$ cat config.mk
export PLATFORM = sky130hd
export DESIGN_NAME = cfg_chain_loader
export DESIGN_NICKNAME = d
export VERILOG_FILES = /design/src/rtl/cfg_pkg.sv /design/src/rtl/crc16_serial.sv /design/src/rtl/cfg_chain_loader.sv
export SDC_FILE = /design/constraint.sdc
export NUM_CORES = 1
export LEC_CHECK = 0
export CORE_MARGIN = 4
export CORE_UTILIZATION = 48
export DETAILED_ROUTE_END_ITERATION = 16
export GPL_TIMING_DRIVEN = 0
export PLACE_DENSITY_LB_ADDON = 0.3
export SLEW_MARGIN = 30
export SYNTH_ARGS = -nofsm -noshare
export SYNTH_HDL_FRONTEND = slang
export SYNTH_SLANG_ARGS = --single-unit
$ cat constraint.sdc
create_clock -name prog_clk -period 3.7 [get_ports prog_clk]
set_clock_uncertainty 0.2 [all_clocks]
set_input_delay 0.74 -clock prog_clk [delete_from_list [all_inputs] [get_ports prog_clk]]
set_output_delay 0.74 -clock prog_clk [all_outputs]
set_load 0.005 [all_outputs]
$ cat src/rtl/cfg_pkg.sv
// Shared types and constants for the configuration chain loader.
package cfg_pkg;

  typedef enum logic {
    ST_IDLE = 1'b0,
    ST_LOAD = 1'b1
  } state_t;

  localparam logic [15:0] CRC16_POLY = 16'h1021;
  localparam logic [15:0] CRC16_INIT = 16'hFFFF;

  // One bit of CRC-16-CCITT, MSB first, no reflection.
  function automatic logic [15:0] crc16_step(input logic [15:0] c, input logic b);
    crc16_step = {c[14:0], 1'b0} ^ ((c[15] ^ b) ? CRC16_POLY : 16'h0000);
  endfunction

endpackage

$ cat src/rtl/crc16_serial.sv
// Bit-serial CRC-16 register: re-seeded by i_init, advanced by one bit when i_en.
module crc16_serial
  import cfg_pkg::*;
(
  input  logic        i_clk,
  input  logic        i_rst_n,
  input  logic        i_init,
  input  logic        i_en,
  input  logic        i_bit,
  output logic [15:0] o_crc
);

  logic [15:0] r_crc;

  // CRC state: seed on reset/init, otherwise fold in one bit per enabled cycle.
  always_ff @(posedge i_clk) begin
    if (!i_rst_n)    r_crc <= CRC16_INIT;
    else if (i_init) r_crc <= CRC16_INIT;
    else if (i_en)   r_crc <= crc16_step(r_crc, i_bit);
  end

  assign o_crc = r_crc;

endmodule

$ cat src/rtl/cfg_chain_loader.sv
// Streams host words MSB-first into a serial configuration chain, tracking
// CRCs of the driven and returned bit streams.
module cfg_chain_loader
  import cfg_pkg::*;
#(
  parameter int CHAIN_BITS = 1024,
  parameter int WORD_W     = 32
) (
  input  logic              prog_clk,
  input  logic              prog_rst_n,
  input  logic              start,
  input  logic              abort,
  input  logic              word_valid,
  input  logic [WORD_W-1:0] word_data,
  output logic              word_ready,
  output logic              chain_prog_in,
  output logic              chain_prog_en,
  input  logic              chain_prog_out,
  output logic              busy,
  output logic              done,
  output logic              aborted,
  output logic [15:0]       load_crc,
  output logic [15:0]       rb_crc
);

  localparam int CW = $clog2(CHAIN_BITS + 1);
  localparam int BW = $clog2(WORD_W + 1);

  state_t            r_state;
  logic [CW-1:0]     r_bit_cnt;   // bits already presented (completed enabled cycles)
  logic [WORD_W-1:0] r_buf;       // bits still to present, MSB next
  logic [BW-1:0]     r_buf_cnt;   // number of valid bits left in r_buf
  logic              r_prog_in;
  logic              r_prog_en;
  logic              r_done;
  logic              r_aborted;

  logic [16:0]       w_owed;
  logic [BW-1:0]     w_take;
  logic              w_last;
  logic              w_accept;
  logic              w_start;

  // Bits not yet committed to the output: the bit on the pins this cycle is
  // already committed, and the buffer is empty whenever a word can be taken.
  assign w_owed   = 17'(CHAIN_BITS) - 17'(r_bit_cnt) - 17'(r_prog_en);
  assign w_take   = (w_owed >= 17'(WORD_W)) ? BW'(WORD_W) : w_owed[BW-1:0];
  assign w_last   = r_prog_en && (r_bit_cnt == CW'(CHAIN_BITS - 1));
  assign w_start  = start && (r_state == ST_IDLE);

  // Ready while the final buffered bit is on the pins gives back-to-back words.
  assign word_ready = (r_state == ST_LOAD) && (w_owed != 17'd0) &&
                      (r_buf_cnt == '0) && !abort;
  assign w_accept   = word_valid && word_ready;

  // Load FSM with registered chain drive and status pulses.
  always_ff @(posedge prog_clk) begin
    if (!prog_rst_n) begin
      r_state   <= ST_IDLE;
      r_bit_cnt <= '0;
      r_buf     <= '0;
      r_buf_cnt <= '0;
      r_prog_in <= 1'b0;
      r_prog_en <= 1'b0;
      r_done    <= 1'b0;
      r_aborted <= 1'b0;
    end else begin
      r_done    <= 1'b0;
      r_aborted <= 1'b0;
      case (r_state)
        ST_IDLE: begin
          r_prog_en <= 1'b0;
          if (start) begin
            r_state   <= ST_LOAD;
            r_bit_cnt <= '0;
            r_buf     <= '0;
            r_buf_cnt <= '0;
          end
        end
        ST_LOAD: begin
          if (r_prog_en) r_bit_cnt <= r_bit_cnt + CW'(1);
          if (abort) begin
            r_state   <= ST_IDLE;
            r_prog_en <= 1'b0;
            r_buf_cnt <= '0;
            r_aborted <= 1'b1;
          end else if (w_last) begin
            r_state   <= ST_IDLE;
            r_prog_en <= 1'b0;
            r_done    <= 1'b1;
          end else if (w_accept) begin
            // Trailing bits beyond the chain length are counted out via w_take.
            r_prog_in <= word_data[WORD_W-1];
            r_buf     <= word_data << 1;
            r_buf_cnt <= w_take - BW'(1);
            r_prog_en <= 1'b1;
          end else if (r_buf_cnt != '0) begin
            r_prog_in <= r_buf[WORD_W-1];
            r_buf     <= r_buf << 1;
            r_buf_cnt <= r_buf_cnt - BW'(1);
            r_prog_en <= 1'b1;
          end else begin
            r_prog_en <= 1'b0;
          end
        end
        default: r_state <= ST_IDLE;
      endcase
    end
  end

  // Driven-stream CRC: the bit on chain_prog_in in each enabled cycle.
  crc16_serial u_load_crc (
    .i_clk   (prog_clk),
    .i_rst_n (prog_rst_n),
    .i_init  (w_start),
    .i_en    (r_prog_en),
    .i_bit   (r_prog_in),
    .o_crc   (load_crc)
  );

  // Readback CRC: the chain tail sampled in the same enabled cycle.
  crc16_serial u_rb_crc (
    .i_clk   (prog_clk),
    .i_rst_n (prog_rst_n),
    .i_init  (w_start),
    .i_en    (r_prog_en),
    .i_bit   (chain_prog_out),
    .o_crc   (rb_crc)
  );

  assign chain_prog_in = r_prog_in;
  assign chain_prog_en = r_prog_en;
  assign busy          = (r_state == ST_LOAD);
  assign done          = r_done;
  assign aborted       = r_aborted;

endmodule

# == Yosys cells after proc, flatten, opt, wreduce, memory -nomap -nowiden ==
# Index checks and enable logic that the tools add are counted.
# word_totals
wordCells,81
out_inout_bits,38
input_bits,38
reg_bits,86
# op_classes
n_reduce_logical,18
magnitude_cmp,1
eq_ne,8
muxes,31
n_bitwise,8
n_addsub,5
# ops
op,count
32-bit 2-to-1 mux,5
32-bit one-hot mux with 2 select lines,1
6-bit 2-to-1 mux,6
16-bit bitwise XOR,2
13-bit 2-to-1 mux,2
11-bit 2-to-1 mux,2
11-bit one-hot mux with 2 select lines,1
"17-bit by 6-bit greater-or-equal comparator with 1-bit output, second input constant",1
17-bit nonzero test,1
12-bit by 2-bit subtractor with 13-bit output,1
6-bit one-hot mux with 2 select lines,1
"11-bit by 11-bit subtractor with 12-bit output, first input constant",1
"6-bit by 1-bit subtractor with 6-bit output, second input constant",2
"11-bit by 1-bit adder with 11-bit output, second input constant",1
"11-bit by 10-bit == test with 1-bit output, second input constant",1
1-bit 2-to-1 mux,11
4-bit AND reduction,2
1-bit logical AND,6
6-bit logical NOT,1
"2-bit != test, second input constant",3
6-bit nonzero test,1
"4-bit by 2-bit != test with 1-bit output, second input constant",1
1-bit NOT,4
1-bit one-hot mux with 2 select lines,2
other kinds (10),12

# == Longest topological paths before layout ==
# Gate-level depths: netlist of run 1.
# depth
depth_word,11
ltp_mapped,19
ltp_nobuf,18

# == By module ==
# A second synthesis of run 1 with hierarchy kept.
# hier_totals
cells_unflattened,433
area_unflattened_um2,4224.1
# by_module_without_submodules
module,area_each_um2,cells_each,seq_area_each_um2,instances
cfg_chain_loader,2962.8,319,1061.0,1
crc16_serial,630.6,57,320.3,2

# == Least setup slack after synthesis of run 1 ==
# OpenSTA, ideal clock, no wires.
# synth_path
path_type,reg2out
start,reg r_bit_cnt[0]
end,out word_ready
path_slack_ns,-0.286
required_time_ns,2.760
path_stages_with_launch,15
path_buffers,3
arrival_time_ns,3.046
cell_sequence,dfxtp_1 clkbuf_1 inv_1 ha_1 inv_1 ha_1 nor3b_1 o31ai_1 xnor2_1 nor4b_1 o2111ai_1 or2_1 buf_2 buf_2 and3_1
# synth_via
elab_chain_len,6
# synth_lines
item,line,source
start: declaration,cfg_chain_loader.sv:30,logic [CW-1:0] r_bit_cnt;
start signal: assignment,cfg_chain_loader.sv:81,if (r_prog_en) r_bit_cnt <= r_bit_cnt + CW'(1);
11-bit by 11-bit subtractor with 12-bit output,cfg_chain_loader.sv:46,assign w_owed = 17'(CHAIN_BITS) - 17'(r_bit_cnt) - 17'(r_prog_en);
12-bit by 2-bit subtractor with 13-bit output,cfg_chain_loader.sv:46,
17-bit nonzero test,cfg_chain_loader.sv:52,assign word_ready = (r_state == ST_LOAD) && (w_owed != 17'd0) &&
1-bit logical AND (2 in series),cfg_chain_loader.sv:52,
1-bit logical AND,cfg_chain_loader.sv:53,(r_buf_cnt == '0) && !abort;
end: declaration,cfg_chain_loader.sv:15,"output logic word_ready,"
# No other way between the ends.

# == Final worst setup path of run 1 ==
# layout_path
start,reg r_bit_cnt[1]
end,out word_ready
# Same word-level chain as after synthesis.

==> results of run 1 <==
==> worst reg2reg max path, stage by stage (launching register included) <==
cell and delay [ps]:
dfxtp_2 360, buf_8 110, inv_4 30, ha_4 150, buf_6 140, buf_4 140, xnor2_1 110, or4_1 480
a222oi_1 230, buf_4 190, a22oi_2 50, a21oi_2 160, buf_4 160, nor3b_4 50, a21o_1 210, inv_2 70
ha_4 140, nand2_2 60, or3_1 320, a21oi_2 130, a211oi_2 50, o21ai_1 120
==> layout make-up <==
| class | count | area (um2) |
|---|---|---|
| Clock inverter | 5 | 33.8 |
| Inverter | 15 | 66.3 |
| Multi-Input combinational cell | 406 | 2680 |
| Clock buffer | 11 | 141 |
| Tap cell | 108 | 135 |
| Fill cell | 731 | 2910 |
| Buffer | 44 | 246 |
| Timing Repair Buffer | 98 | 941 |
| Sequential cell | 85 | 1700 |
==> sequential cells by signal, indices dropped and copies added (netlist names) <==
register / cells
done: 1
chain_prog_in: 1
chain_prog_en: 1
aborted: 1
busy: 1
r_buf_cnt: 6
r_buf: 31
u_load_crc.o_crc: 16
u_rb_crc.o_crc: 16
r_bit_cnt: 11
==> synthesized netlist by cell type (7+ instances only) <==
library cell	n	area [um2]
nand3_1	31	155
nor2_1	21	78.8
xor2_1	7	61.3
nand4_1	8	50.1
inv_1	14	52.6
mux2i_1	35	350
xnor2_1	10	87.6
a311oi_1	30	263
buf_2	10	50.1
nand2_1	107	402
clkbuf_1	28	105
nor3_1	8	40.0
a21oi_1	47	235
dfxtp_1	85	1700
o21ai_0	18	90.1
==> cell families after synthesis <==
family                     after synthesis
xor gates and xnor gates                17
buffers and inverters                   62
and+or+nand+nor                        223
AOI/OAI and AO/OA                      123
DFF                                     85
adders and majority gates                5
muxes                                   38
==> timing repair <==
| action | in CTS | in global routing |
|---|---|---|
| gates resized for setup | 34 | 37 |
| endpoints found under the setup margin | 39 | 38 |
| setup buffers | 18 | 5 |
| pin swaps | 16 | 13 |
==> power by group <==
part           switching (mW)  internal [mW]
sequential             0.0125          0.932
combinational           0.128          0.116
clock                   0.348          0.263
==> path summary, 6_finish.rpt <==
check | start | endpoint | slack (ps) | depth (start not counted)
setup / recovery | r_bit_cnt[1]$_SDFFE_PN0P_ | word_ready | -280 | 13
hold / removal | r_buf_cnt[5]$_SDFFE_PN0P_ | r_buf_cnt[5]$_SDFFE_PN0P_ | 270 | 1
setup reg to reg | r_bit_cnt[1]$_SDFFE_PN0P_ | r_buf_cnt[4]$_SDFFE_PN0P_ | -20 | 21
hold reg to reg | r_buf_cnt[5]$_SDFFE_PN0P_ | r_buf_cnt[5]$_SDFFE_PN0P_ | 270 | 1
==> per-layer routing <==
layer | vias up | global-route usage, % | wire, um
li1 | 2184 | - | -
met1 | 2135 | 28.8 | 5510
met2 | 166 | 35.1 | 5900
met3 | 35 | 6.27 | 830
met4 | 0 | 7.22 | 376
met5 | - | 0 | 0
==> stage by stage <==
step | util (%) | hold WS, ps
floorplan | - | 225
global placement | 60.8 | 232
detailed placement | 60.8 | 237
CTS | 65.4 | 253
global route | 67.2 | 298
finish | 67.2 | 272
==> reports/qor.yml, run 1 <==
outcome:
  status: "finished with violations"
  violations: "setup timing"
sta:
  maxSlewViolCount: 0
  worst-slew-pin-transition_ps: 681
  relSlewSlack_pct: 54.6
  fin_ws_ps: -284
  period_minus_slack_ps: 3980
  hold_viol_final: 0
  tns_ps: -299
  rsz0062_at_grt: "true"
  setup_violations: 2
  period_share_pct: 108
  max_freq_ghz: 0.251
routing:
  wl_per_cell_um: 16.3
  drt_pre_antenna_iters: 5
  drc: 0
  drtIter0Drc: 308
  wl_um: 12600
  routed_via_density: 5.85
  via_count: 4520
  ant_nets: 0
logic_synthesis:
  syn-num-nets: 596
  synth_edf_count: 0
  synth_cell_types: 53
  syn-instance-count: 553
  ys_seq_area_share_pct: 38.4
  synth_compound_area_share_pct: 18.3
  async_flop_share_pct: 0
  synth_fa_ha_area_share_pct: 1.41
  synthXorXnorAreaFrac_pct: 3.36
  syn-mean-instance-area_um2: 8.02
  synthFlopType: "dfxtp_1"
  synth_warnings: 0
  synth_top_family_by_area: "simple AND/OR/NAND/NOR gates"
  synth-simple-area-share_pct: 23.8
  synth.area.mux_share_pct: 8.66
  ys_seq_elements: 85
  synthesis.area_mm2: 0.00444
setup_path:
  crit_family: "simple AND/OR/NAND/NOR gates"
  worstSetupPathType: "reg2out"
  worst_path_max_delay_cell: "dfxtp_2"
  max_stage_delay_ps: 360
  path_cells: "buf_8 -> inv_4 -> ha_4 -> inv_4 -> ha_4 -> xnor2_4 -> xnor2_2 -> a211o_1 -> nor4b_4 -> o2111ai_2 -> or2_4 -> and3_4 -> buf_6"
  endpoint_kind: "output pin"
  cp-start-kind: "flop"
  crit_required_ps: 2760
  critPathBufInv: 4
  crit_path_max_fanout: 4
  arrival_ps: 3040
global_routing:
  track_usage_pct: 22.1
  grt_pass1_wl_um: 20200
  antenna_found_initial: 0
  grt_pass1_vias: 4211
  grt_max_degree: 15
  overflow: 0
placed_design:
  placed_cells: 736
  portBuffers: 75
  hpwl_um: 8470
  place_area_mm2: 0.00538
  pre_cts_slack_ps: -930
  place.gp.congestion: 0.904
floorplan:
  num_io_pins: 76
  start_util_pct: 50.1
  die_h_um: 104
  design.core.area_mm2: 0.00885
  die_width_um: 104
  dieArea_mm2: 0.0108
  num_rows: 34
finish:
  n_antenna_cell: 0
  final_cell_mix: "nand2_1, dfxtp_1, clkdlybuf4s50_1"
  layout-area-overhead-vs-synth_pct: 34.0
  nets: 702
  layout_commonest_cell: "nand2_1"
  final_cells: 772
  layout-drive-gt1-share_pct: 15.7
  final_cell_area_mm2: 0.00594
clock_tree:
  clk_path_buf_depth: 2
  tritoncts: "yes"
  clock_sinks: 85
  cts_buffers: 9
  cts-hold-fix-buffers: 0
  clk_pin_slew_worst_paths_ps: 90
  clock_latency_ps: 370
  cts-root-buf: "clkbuf_8"
  htree_levels: 3
worst_hold_path:
  holdCritPathClass: "reg2reg"
pwr:
  p_leak_nw: 2.11
  power.density_mw_per_mm2: 303
  finalPower_mw: 1.80
  peakVddDrop_uv: 175
run:
  maxCapViolations: 0
Note: power is estimated with default switching activity, not from simulation.
==> inputs of run 2 (changes only) <==
Settings changed: CELL_PAD_IN_SITES_DETAIL_PLACEMENT set to 0, CELL_PAD_IN_SITES_GLOBAL_PLACEMENT set to 1, CORE_UTILIZATION 48 to 35, CTS_CLUSTER_SIZE set to 12.
==> run 2 against run 1 <==
The flow still finishes with violations (setup timing). Register-to-register slack worse by 30 ps. Final cell count is 9.5% higher. Non-clock buffer count is 13 higher. Hold slack worse by 10 ps. Clock power is 41% higher. Utilization is 15 points lower. Sequential power hardly changed. Critical path type unchanged. Largest cell class unchanged.
==> reports/qor.yml, run 2 (synthesized netlist as in run 1, its figures left out) <==
sta:
  period_minus_slack_ps: 4140  # +153 ps
  setup_violations: 2  # unchanged
  relSlewSlack_pct: 50.6  # -4.0 points
  maxSlewViolCount: 0  # unchanged
  whs_ps: 262  # -10.3 ps
  worst-slew-pin-transition_ps: 736  # +55.9 ps
  period_share_pct: 112  # +4.1 points
  hold_viol_final: 0  # unchanged
  max_freq_ghz: 0.242  # -3.7%
  fin_ws_ps: -436  # -153 ps
  rsz0062_at_grt: "true"
global_routing:
  antenna_found_initial: 0  # unchanged
  track_usage_pct: 18.6  # -3.5 points
  overflow: 0  # unchanged
  grt_pass1_wl_um: 21800  # +8.1%
  grt_pass1_vias: 4406  # +4.6%
  grt_max_degree: 15  # unchanged
finish:
  layout_commonest_cell: "nand2_1"
  largest_reg_flops: 31  # unchanged
  final_cells: 845  # +9.5%
  n_antenna_cell: 0  # unchanged
  final_cell_mix: "nand2_1, dfxtp_1, clkdlybuf4s50_1"
  largest_register: "r_buf"
  nets: 716  # +2.0%
  layout-drive-gt1-share_pct: 20.5  # +4.9 points
  layout-area-overhead-vs-synth_pct: 44.3
  n_fill_cell: 1196  # +64%
run:
  maxCapViolations: 0  # unchanged
setup_path:
  crit_required_ps: 2760  # about the same
  endpoint_kind: "output pin"
  worstSetupPathType: "reg2out"
  arrival_ps: 3200  # +160 ps
  cp-start-kind: "flop"
  crit_path_max_fanout: 4  # unchanged
clock_tree:
  clock_sinks: 85  # unchanged
  cts-hold-fix-buffers: 0  # unchanged
  htree_levels: 3  # unchanged
  cts-root-buf: "clkbuf_16"
  tritoncts: "yes"
  cts_buffers: 9  # unchanged
  clk_path_buf_depth: 2  # unchanged
  clk_pin_slew_worst_paths_ps: 60  # -30 ps
  clock_latency_ps: 350  # -20 ps
routing:
  wl_um: 13500  # +7.0%
  drtIter0Drc: 275  # -11%
  routed_via_density: 5.31  # -9.2%
  ant_nets: 0  # unchanged
  via_count: 4491  # -0.64%
  drc: 0  # unchanged
  wl_per_cell_um: 16.0  # -2.3%
  drt_pre_antenna_iters: 5  # unchanged
floorplan:
  start_util_pct: 36.3  # -14 points
  die_width_um: 121  # +16%
  die_h_um: 121  # +16%
  num_io_pins: 76  # unchanged
  design.core.area_mm2: 0.0122  # +38%
  num_rows: 40  # +18%
  dieArea_mm2: 0.0145  # +34%
placed_design:
  hpwl_um: 9090  # +7.3%
  place.gp.congestion: 0.832  # -8.0%
  placed_cells: 796  # +8.2%
  portBuffers: 75  # unchanged
worst_hold_path:
  holdCritPathClass: "reg2reg"
pwr:
  peakVddDrop_uv: 255  # +46%
  p_leak_nw: 2.30  # +8.8%
  power.density_mw_per_mm2: 326  # +7.7%
outcome:
  status: "finished with violations"
  violations: "setup timing"
[run 2: final cells by class]
class / count / area, um2 / area share, %
clock buffers: 11 / 253 / 3.95
inverters: 15 / 68.8 / 1.07
plain buffers: 45 / 290 / 4.53
flip-flops and latches: 85 / 1700 / 26.6
well taps: 168 / 210 / 3.28
multi-input cells: 407 / 2810 / 43.9
clock inverters: 4 / 33.8 / 0.528
repair buffers: 110 / 1030 / 16.1
[run 2: report_power, final]
| group | internal [mW] | switching [mW] | total (mW) | leakage [nW] |
|---|---|---|---|---|
| Clock | 0.491 | 0.373 | 0.864 | 0.138 |
| Sequential | 0.933 | 0.0128 | 0.946 | 0.689 |
| Combinational | 0.135 | 0.144 | 0.279 | 1.47 |
[run 2: what timing repair did]
action,in CTS,in global routing
cloned,4,1
gates resized for setup,54,60
endpoints found under the setup margin,39,39
buffers inserted,34,10
pin swaps,22,39
[run 2: per-layer routing]
metal  track usage [%]  up-vias  wire length, um
li1                  -     2217                -
met1              24.3     2130             6220
met2              28.3      118             6160
met3              5.99       26              781
met4              7.44        0              325
met5                 0        -                0
[run 2: path summary, 6_finish.rpt]
path                                           startpoint                   endpoint  slack, ps  cells past startpoint
worst max-delay path            r_bit_cnt[0]$_SDFFE_PN0P_                 word_ready       -440                     15
worst min register to register  r_buf_cnt[5]$_SDFFE_PN0P_  r_buf_cnt[5]$_SDFFE_PN0P_        260                      1
worst max register to register  r_bit_cnt[0]$_SDFFE_PN0P_  r_buf_cnt[4]$_SDFFE_PN0P_        -50                     17
worst min-delay path            r_buf_cnt[5]$_SDFFE_PN0P_  r_buf_cnt[5]$_SDFFE_PN0P_        260                      1
[run 2: per-stage QoR]
step / instance area (um2) / power [mW] / setup slack, ps / utilization [%] / TNS, ps
2_1_floorplan: 4490 / 1.09 / 4.70 / - / 0
3_3_place_gp: 5450 / 1.17 / -1010 / 44.6 / -4450
3_5_place_dp: 5450 / 1.18 / -1030 / 44.6 / -5870
4_1_cts: 6150 / 2.09 / -409 / 50.3 / -663
5_1_grt: 6400 / 2.18 / -554 / 52.4 / -890
6_report: 6400 / 2.09 / -436 / 52.4 / -484
[run 2: critical path, stage by stage, from the launching register on]
cell and delay [ps]:
dfxtp_2 340, buf_8 110, inv_6 30, ha_4 270, inv_4 40, ha_4 180, xnor2_4 140, xnor2_2 150
a211o_1 310, nor4b_4 300, o2111ai_2 190, or2_4 280, buf_6 130, buf_8 110, and3_4 170, buf_6 110
